### src/rtl/mcpu_ctrl_if.sv
// Control bundle between the multicycle CPU controller (master) and its datapath (slave).
interface mcpu_ctrl_if #(parameter int CNT_W = 16);
  logic [31:0]      ir_data;
  logic             zero;
  logic             mem_ready;
  logic             mem_req;
  logic             write_pc, iord, write_mem, write_dr, write_ir, memtoreg;
  logic             regdst, write_c, alu_srcA, write_a, write_b, write_reg;
  logic [1:0]       pcsource;
  logic [1:0]       alu_srcB;
  logic [2:0]       alu_ctrl;
  logic [3:0]       state;
  logic [2:0]       insn_stage;
  logic [CNT_W-1:0] retired;
  logic             illegal;
  logic             bus_err;

  modport master (
    input  ir_data, zero, mem_ready,
    output mem_req, write_pc, iord, write_mem, write_dr, write_ir, memtoreg,
           regdst, write_c, alu_srcA, write_a, write_b, write_reg,
           pcsource, alu_srcB, alu_ctrl, state, insn_stage, retired, illegal, bus_err
  );
  modport slave (
    output ir_data, zero, mem_ready,
    input  mem_req, write_pc, iord, write_mem, write_dr, write_ir, memtoreg,
           regdst, write_c, alu_srcA, write_a, write_b, write_reg,
           pcsource, alu_srcB, alu_ctrl, state, insn_stage, retired, illegal, bus_err
  );
endinterface

### src/rtl/mcpu_ctrl.sv
// Multicycle MIPS-subset control FSM: strobes are decoded from the registered state,
// with a memory-wait timeout that traps, and a retired-instruction counter.
module mcpu_ctrl #(
  parameter int CNT_W  = 16,
  parameter int TMO_W  = 4,
  parameter bit EN_IMM = 1'b1
) (
  input logic         clk,
  input logic         rst,
  mcpu_ctrl_if.master bus
);
  typedef enum logic [3:0] {
    S_IF     = 4'd0,  S_ID     = 4'd1,  S_EX_R   = 4'd2,  S_EX_I   = 4'd3,
    S_EX_ADR = 4'd4,  S_MEM_RD = 4'd5,  S_MEM_WR = 4'd6,  S_WB_R   = 4'd7,
    S_WB_I   = 4'd8,  S_WB_LD  = 4'd9,  S_BR     = 4'd10, S_JMP    = 4'd11,
    S_TRAP   = 4'd15
  } state_t;

  localparam logic [5:0] OP_RTYPE = 6'b000000, OP_ADDI = 6'b001000, OP_ANDI = 6'b001100,
                         OP_ORI   = 6'b001101, OP_SLTI = 6'b001010, OP_LW   = 6'b100011,
                         OP_SW    = 6'b101011, OP_BEQ  = 6'b000100, OP_BNE  = 6'b000101,
                         OP_J     = 6'b000010;
  localparam logic [5:0] FN_ADD = 6'b100000, FN_SUB = 6'b100010, FN_AND = 6'b100100,
                         FN_OR  = 6'b100101, FN_SLT = 6'b101010;
  localparam logic [2:0] ALU_ADD = 3'b000, ALU_SUB = 3'b001, ALU_AND = 3'b010,
                         ALU_OR  = 3'b011, ALU_SLT = 3'b100;
  // Last count value before the limit; a still-stalled access here traps next.
  localparam logic [TMO_W-1:0] TMO_LAST = TMO_W'((1 << TMO_W) - 2);

  state_t           state_q, state_d;
  logic [TMO_W-1:0] tmo_q;
  logic [CNT_W-1:0] retired_q;
  logic             illegal_q, bus_err_q;
  logic [5:0]       op, fn;
  logic             imm_op, fn_ok, mem_phase, tmo_hit, retire, dec_trap;
  logic [2:0]       fn_alu, imm_alu;

  assign op = bus.ir_data[31:26];
  assign fn = bus.ir_data[5:0];

  always_comb begin
    fn_ok  = 1'b1;
    fn_alu = ALU_ADD;
    case (fn)
      FN_ADD:  fn_alu = ALU_ADD;
      FN_SUB:  fn_alu = ALU_SUB;
      FN_AND:  fn_alu = ALU_AND;
      FN_OR:   fn_alu = ALU_OR;
      FN_SLT:  fn_alu = ALU_SLT;
      default: fn_ok  = 1'b0;
    endcase
  end

  always_comb begin
    imm_op  = EN_IMM;
    imm_alu = ALU_ADD;
    case (op)
      OP_ADDI: imm_alu = ALU_ADD;
      OP_ANDI: imm_alu = ALU_AND;
      OP_ORI:  imm_alu = ALU_OR;
      OP_SLTI: imm_alu = ALU_SLT;
      default: imm_op  = 1'b0;
    endcase
  end

  assign mem_phase = (state_q == S_IF) || (state_q == S_MEM_RD) || (state_q == S_MEM_WR);
  assign tmo_hit   = mem_phase && !bus.mem_ready && (tmo_q == TMO_LAST);

  always_comb begin
    state_d = state_q;
    case (state_q)
      S_IF:     if (bus.mem_ready) state_d = S_ID;
      S_ID: begin
        case (op)
          OP_RTYPE:      state_d = S_EX_R;
          OP_LW, OP_SW:  state_d = S_EX_ADR;
          OP_BEQ, OP_BNE: state_d = S_BR;
          OP_J:          state_d = S_JMP;
          default:       state_d = imm_op ? S_EX_I : S_TRAP;
        endcase
      end
      S_EX_R:   state_d = fn_ok ? S_WB_R : S_TRAP;
      S_EX_I:   state_d = S_WB_I;
      S_EX_ADR: state_d = (op == OP_LW) ? S_MEM_RD : S_MEM_WR;
      S_MEM_RD: if (bus.mem_ready) state_d = S_WB_LD;
      S_MEM_WR: if (bus.mem_ready) state_d = S_IF;
      default:  state_d = S_IF;
    endcase
    if (tmo_hit) state_d = S_TRAP;
  end

  // TRAP exits to IF without counting; a timed-out store never reaches IF here.
  assign retire = (state_d == S_IF) &&
                  ((state_q == S_WB_R) || (state_q == S_WB_I) || (state_q == S_WB_LD) ||
                   (state_q == S_MEM_WR) || (state_q == S_BR) || (state_q == S_JMP));
  assign dec_trap = (state_d == S_TRAP) && !tmo_hit &&
                    ((state_q == S_ID) || (state_q == S_EX_R));

  always_ff @(posedge clk) begin
    if (rst) begin
      state_q   <= S_IF;
      tmo_q     <= '0;
      retired_q <= '0;
      illegal_q <= 1'b0;
      bus_err_q <= 1'b0;
    end else begin
      state_q <= state_d;
      if (state_d != state_q)               tmo_q <= '0;
      else if (mem_phase && !bus.mem_ready) tmo_q <= tmo_q + 1'b1;
      if (retire)   retired_q <= retired_q + 1'b1;
      if (dec_trap) illegal_q <= 1'b1;
      if (tmo_hit)  bus_err_q <= 1'b1;
    end
  end

  always_comb begin
    bus.mem_req   = 1'b0;
    bus.write_pc  = 1'b0;
    bus.iord      = 1'b0;
    bus.write_mem = 1'b0;
    bus.write_dr  = 1'b0;
    bus.write_ir  = 1'b0;
    bus.memtoreg  = 1'b0;
    bus.regdst    = 1'b0;
    bus.write_c   = 1'b0;
    bus.alu_srcA  = 1'b0;
    bus.write_a   = 1'b0;
    bus.write_b   = 1'b0;
    bus.write_reg = 1'b0;
    bus.pcsource  = 2'b00;
    bus.alu_srcB  = 2'b00;
    bus.alu_ctrl  = ALU_ADD;
    case (state_q)
      S_IF: begin
        bus.mem_req  = 1'b1;
        bus.alu_srcB = 2'b01;
        bus.write_ir = bus.mem_ready;
        bus.write_pc = bus.mem_ready;
      end
      S_ID: begin
        bus.write_a  = 1'b1;
        bus.write_b  = 1'b1;
        bus.write_c  = 1'b1;
        bus.alu_srcB = 2'b11;
      end
      S_EX_R: begin
        bus.alu_srcA = 1'b1;
        bus.write_c  = 1'b1;
        bus.alu_ctrl = fn_alu;
      end
      S_EX_I: begin
        bus.alu_srcA = 1'b1;
        bus.alu_srcB = 2'b10;
        bus.write_c  = 1'b1;
        bus.alu_ctrl = imm_alu;
      end
      S_EX_ADR: begin
        bus.alu_srcA = 1'b1;
        bus.alu_srcB = 2'b10;
        bus.write_c  = 1'b1;
      end
      S_MEM_RD: begin
        bus.mem_req  = 1'b1;
        bus.iord     = 1'b1;
        bus.write_dr = bus.mem_ready;
      end
      S_MEM_WR: begin
        bus.mem_req   = 1'b1;
        bus.iord      = 1'b1;
        bus.write_mem = 1'b1;
      end
      S_WB_R: begin
        bus.write_reg = 1'b1;
        bus.regdst    = 1'b1;
      end
      S_WB_I:  bus.write_reg = 1'b1;
      S_WB_LD: begin
        bus.write_reg = 1'b1;
        bus.memtoreg  = 1'b1;
      end
      S_BR: begin
        bus.alu_srcA = 1'b1;
        bus.alu_ctrl = ALU_SUB;
        bus.pcsource = 2'b01;
        bus.write_pc = (op == OP_BEQ) ? bus.zero : ((op == OP_BNE) ? ~bus.zero : 1'b0);
      end
      S_JMP: begin
        bus.write_pc = 1'b1;
        bus.pcsource = 2'b10;
      end
      S_TRAP: begin
        bus.write_pc = 1'b1;
        bus.pcsource = 2'b11;
      end
      default: ;
    endcase
  end

  always_comb begin
    case (state_q)
      S_IF:               bus.insn_stage = 3'b000;
      S_ID:               bus.insn_stage = 3'b001;
      S_MEM_RD, S_MEM_WR: bus.insn_stage = 3'b011;
      S_WB_R, S_WB_I, S_WB_LD: bus.insn_stage = 3'b100;
      default:            bus.insn_stage = 3'b010;
    endcase
  end

  assign bus.state   = state_q;
  assign bus.retired = retired_q;
  assign bus.illegal = illegal_q;
  assign bus.bus_err = bus_err_q;
endmodule

### src/flat_wrapper.sv
// flat-port wrapper written by rule: the top's interface ports become plain ports
module mcpu_ctrl_flat 
#(
  parameter int CNT_W  = 16,
  parameter int TMO_W  = 4,
  parameter bit EN_IMM = 1'b1
)
  (clk, rst, bus_ir_data, bus_zero, bus_mem_ready, bus_mem_req, bus_write_pc, bus_iord, bus_write_mem, bus_write_dr, bus_write_ir, bus_memtoreg, bus_regdst, bus_write_c, bus_alu_srcA, bus_write_a, bus_write_b, bus_write_reg, bus_pcsource, bus_alu_srcB, bus_alu_ctrl, bus_state, bus_insn_stage, bus_retired, bus_illegal, bus_bus_err);
  mcpu_ctrl_if #(.CNT_W(CNT_W)) bus_i ();
  input logic clk;
  input logic rst;
  input wire logic [$bits(bus_i.ir_data)-1:0] bus_ir_data;
  input wire logic [$bits(bus_i.zero)-1:0] bus_zero;
  input wire logic [$bits(bus_i.mem_ready)-1:0] bus_mem_ready;
  output wire logic [$bits(bus_i.mem_req)-1:0] bus_mem_req;
  output wire logic [$bits(bus_i.write_pc)-1:0] bus_write_pc;
  output wire logic [$bits(bus_i.iord)-1:0] bus_iord;
  output wire logic [$bits(bus_i.write_mem)-1:0] bus_write_mem;
  output wire logic [$bits(bus_i.write_dr)-1:0] bus_write_dr;
  output wire logic [$bits(bus_i.write_ir)-1:0] bus_write_ir;
  output wire logic [$bits(bus_i.memtoreg)-1:0] bus_memtoreg;
  output wire logic [$bits(bus_i.regdst)-1:0] bus_regdst;
  output wire logic [$bits(bus_i.write_c)-1:0] bus_write_c;
  output wire logic [$bits(bus_i.alu_srcA)-1:0] bus_alu_srcA;
  output wire logic [$bits(bus_i.write_a)-1:0] bus_write_a;
  output wire logic [$bits(bus_i.write_b)-1:0] bus_write_b;
  output wire logic [$bits(bus_i.write_reg)-1:0] bus_write_reg;
  output wire logic [$bits(bus_i.pcsource)-1:0] bus_pcsource;
  output wire logic [$bits(bus_i.alu_srcB)-1:0] bus_alu_srcB;
  output wire logic [$bits(bus_i.alu_ctrl)-1:0] bus_alu_ctrl;
  output wire logic [$bits(bus_i.state)-1:0] bus_state;
  output wire logic [$bits(bus_i.insn_stage)-1:0] bus_insn_stage;
  output wire logic [$bits(bus_i.retired)-1:0] bus_retired;
  output wire logic [$bits(bus_i.illegal)-1:0] bus_illegal;
  output wire logic [$bits(bus_i.bus_err)-1:0] bus_bus_err;
  assign bus_i.ir_data = bus_ir_data;
  assign bus_i.zero = bus_zero;
  assign bus_i.mem_ready = bus_mem_ready;
  assign bus_mem_req = bus_i.mem_req;
  assign bus_write_pc = bus_i.write_pc;
  assign bus_iord = bus_i.iord;
  assign bus_write_mem = bus_i.write_mem;
  assign bus_write_dr = bus_i.write_dr;
  assign bus_write_ir = bus_i.write_ir;
  assign bus_memtoreg = bus_i.memtoreg;
  assign bus_regdst = bus_i.regdst;
  assign bus_write_c = bus_i.write_c;
  assign bus_alu_srcA = bus_i.alu_srcA;
  assign bus_write_a = bus_i.write_a;
  assign bus_write_b = bus_i.write_b;
  assign bus_write_reg = bus_i.write_reg;
  assign bus_pcsource = bus_i.pcsource;
  assign bus_alu_srcB = bus_i.alu_srcB;
  assign bus_alu_ctrl = bus_i.alu_ctrl;
  assign bus_state = bus_i.state;
  assign bus_insn_stage = bus_i.insn_stage;
  assign bus_retired = bus_i.retired;
  assign bus_illegal = bus_i.illegal;
  assign bus_bus_err = bus_i.bus_err;
  mcpu_ctrl #(.CNT_W(CNT_W), .TMO_W(TMO_W), .EN_IMM(EN_IMM)) u_core (.clk(clk), .rst(rst), .bus(bus_i));
endmodule
### config.mk
export PLATFORM = sky130hd
export DESIGN_NAME = mcpu_ctrl_flat
export DESIGN_NICKNAME = d
export VERILOG_FILES = /design/src/rtl/mcpu_ctrl_if.sv /design/src/rtl/mcpu_ctrl.sv /design/src/flat_wrapper.sv
export SDC_FILE = /design/constraint.sdc
export NUM_CORES = 1
export LEC_CHECK = 0
export BUFFER_PORTS_ARGS = -buffer_cell sky130_fd_sc_hd__buf_2
export CAP_MARGIN = 20
export CORE_UTILIZATION = 40
export CTS_CLUSTER_SIZE = 8
export DETAILED_ROUTE_END_ITERATION = 8
export PLACE_DENSITY = 0.8
export SLEW_MARGIN = 10
export SYNTH_ARGS = -nofsm -noshare
export SYNTH_HDL_FRONTEND = slang
export SYNTH_SLANG_ARGS = --single-unit
### constraint.sdc
create_clock -name clk -period 1.6 [get_ports clk]
set_input_delay 0.08 -clock clk [delete_from_list [all_inputs] [get_ports clk]]
set_output_delay 0.08 -clock clk [all_outputs]
set_load 0.01 [all_outputs]
-- Word-level counts from Yosys, hierarchy flattened
Cells that the tools add are included.
W data, S select, Z words.
- add/subtract/negate cells: 2
- equality and inequality tests: 29
- muxes and demuxes: 31
- bitwise operators: 1
- reduce and logical (&&, ||, !) cells: 30
- operators by type and width (operator ; count):
    $eq A6 B6 Y1 const B ; 7
    $eq A4 B4 Y1 const B ; 7
    $pmux W4 S7 ; 1
    $eq A6 B4 Y1 const B ; 4
    $mux W4 ; 6
    $pmux W3 S4 ; 2
    $pmux W3 S3 ; 2
    $add A16 B1 Y16 const B ; 1
    $eq A4 B3 Y1 const B ; 4
    $pmux W4 S4 ; 1
    $mux W1 ; 15
    $eq A6 B3 Y1 const B ; 2
    $pmux W2 S3 ; 2
    $reduce_or A2 Y1 ; 6
    $reduce_or A4 Y1 ; 3
    $eq A4 B2 Y1 const B ; 2
    $logic_not A4 Y1 ; 2
    $logic_or A1 B1 Y1 ; 8
    $eq A6 B2 Y1 const B ; 1
    $logic_not A6 Y1 ; 1
    $reduce_or A3 Y1 ; 2
    $logic_and A1 B1 Y1 ; 5
    $reduce_or A5 Y1 ; 1
    $add A4 B1 Y4 const B ; 1
    other kinds (6) ; 7
- flip-flop bits (word level): 26
- input bits: 36
- output and inout bits: 45
- logic and storage cells: 98

-- Logic depth before layout (Yosys ltp)
- word-level depth: 10
- gate-level depth with buffers: 9
- depth with buffers taken out: 8

-- Worst setup path after synthesis
OpenSTA, ideal clock, no wires.
- path kind: register to register
- start: register u_core.state_q[2], in the netlist u_core.bus.state[2]
- end: register u_core.tmo_q[1]
- setup time: 0.134 ns
- arrival: 1.738 ns
- data required time: 1.466 ns
- path slack: -0.272 ns
- stages on the path, launching flop included: 9
- buffers on the path: 2
- period minus slack after synthesis: 1.872 ns
- path through: dfxtp_1 buf_4 nand2b_1 buf_2 o32ai_4 nand4_4 and3_4 o2111ai_2 a211oi_2
- word-level cells in the longest chain between the ends: 8
- elaborated cells between the ends (all ways): 18
- those cells by class: eq/ne: 7; mux: 5; reduce/logical: 6
- ends and longest elaborated chain (what ; line ; RTL):
    from (decl) ; mcpu_ctrl.sv:30 ; state_t state_q, state_d;
    from (signal assigned) ; mcpu_ctrl.sv:107 ; state_q <= state_d;
    $eq A4 B3 Y1 or $logic_not A4 Y1 (tied branches) ; mcpu_ctrl.sv:66, mcpu_ctrl.sv:71 ;
    $logic_or A1 B1 Y1 (2 in series) ; mcpu_ctrl.sv:66 ; assign mem_phase = (state_q == S_IF) || (state_q == S_MEM_RD) || (state_q == S_MEM_WR);
    $logic_and A1 B1 Y1 ; mcpu_ctrl.sv:67, mcpu_ctrl.sv:109 ;
    $logic_and A1 B1 Y1 ; mcpu_ctrl.sv:67 ; assign tmo_hit = mem_phase && !bus.mem_ready && (tmo_q == TMO_LAST);
    $mux W4 ; mcpu_ctrl.sv:89 ; if (tmo_hit) state_d = S_TRAP;
    $ne A4 B4 Y1 ; mcpu_ctrl.sv:108 ; if (state_d != state_q) tmo_q <= '0;
    $reduce_or A2 Y1 (no source line) ; - ;
    to (signal assigned) ; mcpu_ctrl.sv:109 ; else if (mem_phase && !bus.mem_ready) tmo_q <= tmo_q + 1'b1;
    to (decl) ; mcpu_ctrl.sv:31 ; logic [TMO_W-1:0] tmo_q;
Several ways; a longest one is shown, not always the timed one.
A chain may end at the register's enable or synchronous reset.

-- Final worst setup path
- start: register u_core.state_q[3], in the netlist u_core.bus.state[3]
- end: output bus_alu_ctrl[0]
- word-level cells in the longest chain between the ends: 2
- elaborated cells between the ends (all ways): 4
- those cells by class: eq/ne: 3; mux: 1
- ends and longest elaborated chain (what ; line ; RTL):
    $eq A4 B4 Y1 or $eq A4 B2 Y1 (tied branches) ; mcpu_ctrl.sv:133 ; case (state_q)
    $pmux W3 S3 (*) ; mcpu_ctrl.sv:133 ;
    to (decl) ; flat_wrapper.sv:30 ; output wire logic [$bits(bus_i.alu_ctrl)-1:0] bus_alu_ctrl;
Every way passes the cells marked *; elsewhere a longest branch is shown, timed or not.

==> results.md <==
- Slew HR: 77.7%
- Crit-path cells: buf_6 -> nor4b_4 -> nand4_1 -> o32ai_1 -> buf_2
- First-pass GRT wire length: 8630 um
- Max Slew Vio Count: 0
- Multi-input gate area: 1350 sq um
- Worst-Margin Slew: approximately 0.33 ns
- Synth cell types: 52
- Initial antenna violation count: 0
- RePlAce Congestion: 0.859
- VDD IR-drop max: just over 0.7 mV
- Cells after Synth: 233
- Mapped Nets: around 270
- Cells after DPL: roughly 370
- Row cnt: 24
- Mean Syn Cell Area: between 7 and 8 sq um
- ANT cells: 0
- IO Pins: 81
- Fraction of layout cells with a size suffix above 1: just under 50%
- Post-Syn Area: 1820 sq um
- CP endpoint kind: output pin
- Grt total ovfl: 0
- WP data required: 1.52 ns
- Die ar.: 4820 sq um
- Width of the die: 69.4 um
- Slowest-stage cell, CP: dfxtp_4
- Total track usage: between 20% and 30%
- Flop-to-flop setup slack: -0.07 ns
- Hpwl dp: slightly below 4000 um
- FILL cells: 344
- EDFF count, synth: 0
- Vias in the first global route: between 1500 and 2000
- Minimum clock period: 1.69 ns
- Ys async rst share: 0%
- DRC: 0
- Pin count of the biggest net entering global routing: 23
- DRT antenna net count: 0
- FF+latch area: 536 sq um
- Per-cell routed wire length: 13.9 um
- CTS root buf: clkbuf_8
- Initial DRC count: approximately 100
- Top_reg_cell synth: dfxtp_1
- Most common cell after layout, fill and taps aside: buf_2
- Critical Path AT: 1.61 ns
- Vias per inst: roughly 5.5
- Status: complete, but fails checks
- CP Class: reg -> out
- Util after Layout: 63.4%
- Seq cells post-synth: 26
- Worst Clk Skew: 0.00527 ns
- YS warnings: 0
- PnR worst setup slack: -0.0889 ns
- Most frequent cells in the layout: buf_2 (60), buf_4 (48), nor2_1 (35)
- Skew-Pair Late Insertion Delay: 0.27 ns
- Final Cycle Share: 106%
- I/O Buffers: 60
- Main area contributors after synthesis: dfxtp_1 (29%), nor2_1 (8.3%), xor2_1 (7.2%)
- Via total after detailed routing: 2119
- Post-synthesis sequential area ratio: 28.6%
- Startpoint types: flip-flop
- Leakage: roughly 1.3 nW
- Clock transition at path regs: 0.09 ns
- Max Cap Viol: 0
- Post-synth top area share: 28.6%
- Clock sinks: 26
- Nets: between 300 and 400
- Maximum clock insertion buffer count: 2
- HP Class: in -> reg
- Final WL: 5410 um
- Failing checks: negative setup slack
- Area growth syn-to-layout: 51.9%
- Final setup violation count: 8
- CP peak stage delay: 0.40 ns
- Std-Cell Core Area: 4350 sq um
- DR pass1 iterations: 4
- H-tree levels: 1
- Fmax: around 600 MHz
- Max Fanout on Critical Path: 8
- Pwr per Cell Area: 1470 nW/um^2
- Initial Util: 41.8%
- Cell accounting for the most synthesized area: dfxtp_1
- CTS tree: yes
- Die H: 69.4 um
- RSZ-0062 raised after global routing: true
- Total CTS buffers: 3
- Final Hold Fails: 0
- Layout Cells excl Fill: 388
-- per-stage QoR --
step                area (sq um)  power, mW  hold WS (ns)  TNS [ns]  setup WS, ns
floorplan                   1850       2.17         0.142    -0.934        -0.237
finish                      2760       4.05         0.260    -0.405       -0.0889
global route                2760       4.29         0.277     -1.48        -0.180
detailed placement          2430       3.09         0.440    -0.614        -0.177
global placement            2430       3.04         0.442    -0.113       -0.0589
CTS                         2660       3.89         0.257    -0.373       -0.0769
-- cell type report --
class	instances	share of cell area [%]
Tap cell	52	2.36
Clock inverter	1	1.09
Timing Repair Buffer	113	26.0
Sequential cell	26	19.4
Inverter	7	0.951
Multi-Input combinational cell	186	48.8
Clock buffer	3	1.49
-- timing repair --
item	4_1_cts	5_1_grt
setup endpoints to repair	20	24
pin swaps	11	14
hold buffers	0	0
resized for setup	28	22
setup buffers	8	4
-- worst paths after layout --
kind | startpoint | endpoint | cells after the start
worst max-delay path | u_core.bus.state[3] | bus_alu_ctrl[0] | 5
worst min-delay path | rst | u_core.bus.retired[3] | 3
worst max register to register | u_core.bus.state[3] | u_core.tmo_q[0] | 6
worst min register to register | u_core.bus.bus_err | u_core.bus.bus_err | 2
-- per-layer routing --
metal	wire length [um]	global-route usage [%]	share of wire, %
met1	2230	26.0	41
met3	276	2.33	5.1
met2	2790	40.0	52
met4	108	4.76	2.0
met5	0	0	0
-- Yosys cell counts (all sizes together) (4+ instances only) --
cell type / instances
nor2b: 6
o21ai: 6
inv: 7
buf: 9
nor2: 40
nor3: 6
dfxtp: 26
nand2: 19
nand2b: 10
nand4: 4
xor2: 15
clkbuf: 5
xnor2: 5
and3: 11
a21oi: 10
nand3: 14
-- kinds of logic after synthesis --
logic type | after synthesis | share of synthesized area (%)
compound gates | 37 | 15.8
buf+inv | 21 | 5.85
simple gates | 122 | 35.7
flops | 26 | 28.6
fa+ha+maj | 3 | 2.06
xor+xnor | 20 | 9.63
mux | 4 | 2.34
-- sequential cells by signal, indices dropped and copies added (netlist names) --
register,cells
u_core.tmo_q,4
u_core.bus.retired,16
u_core.bus.illegal,1
u_core.bus.state,4
u_core.bus.bus_err,1
-- where the power goes --
part | switching (mW) | internal [mW]
combinational | 1.32 | 1.33
sequential | 0.130 | 0.738
clock | 0.202 | 0.335
total | 1.65 | 2.40
-- critical path, delay by kind of cell (launching register included) --
| kind | cells | cell delay (ns) |
|---|---|---|
| AO/OA/AOI/OAI | 1 | 0.16 |
| flip-flops | 1 | 0.40 |
| AND/OR/NAND/NOR | 2 | 0.45 |
| buffers and inverters | 2 | 0.33 |
(Power assumes the default switching activity.)
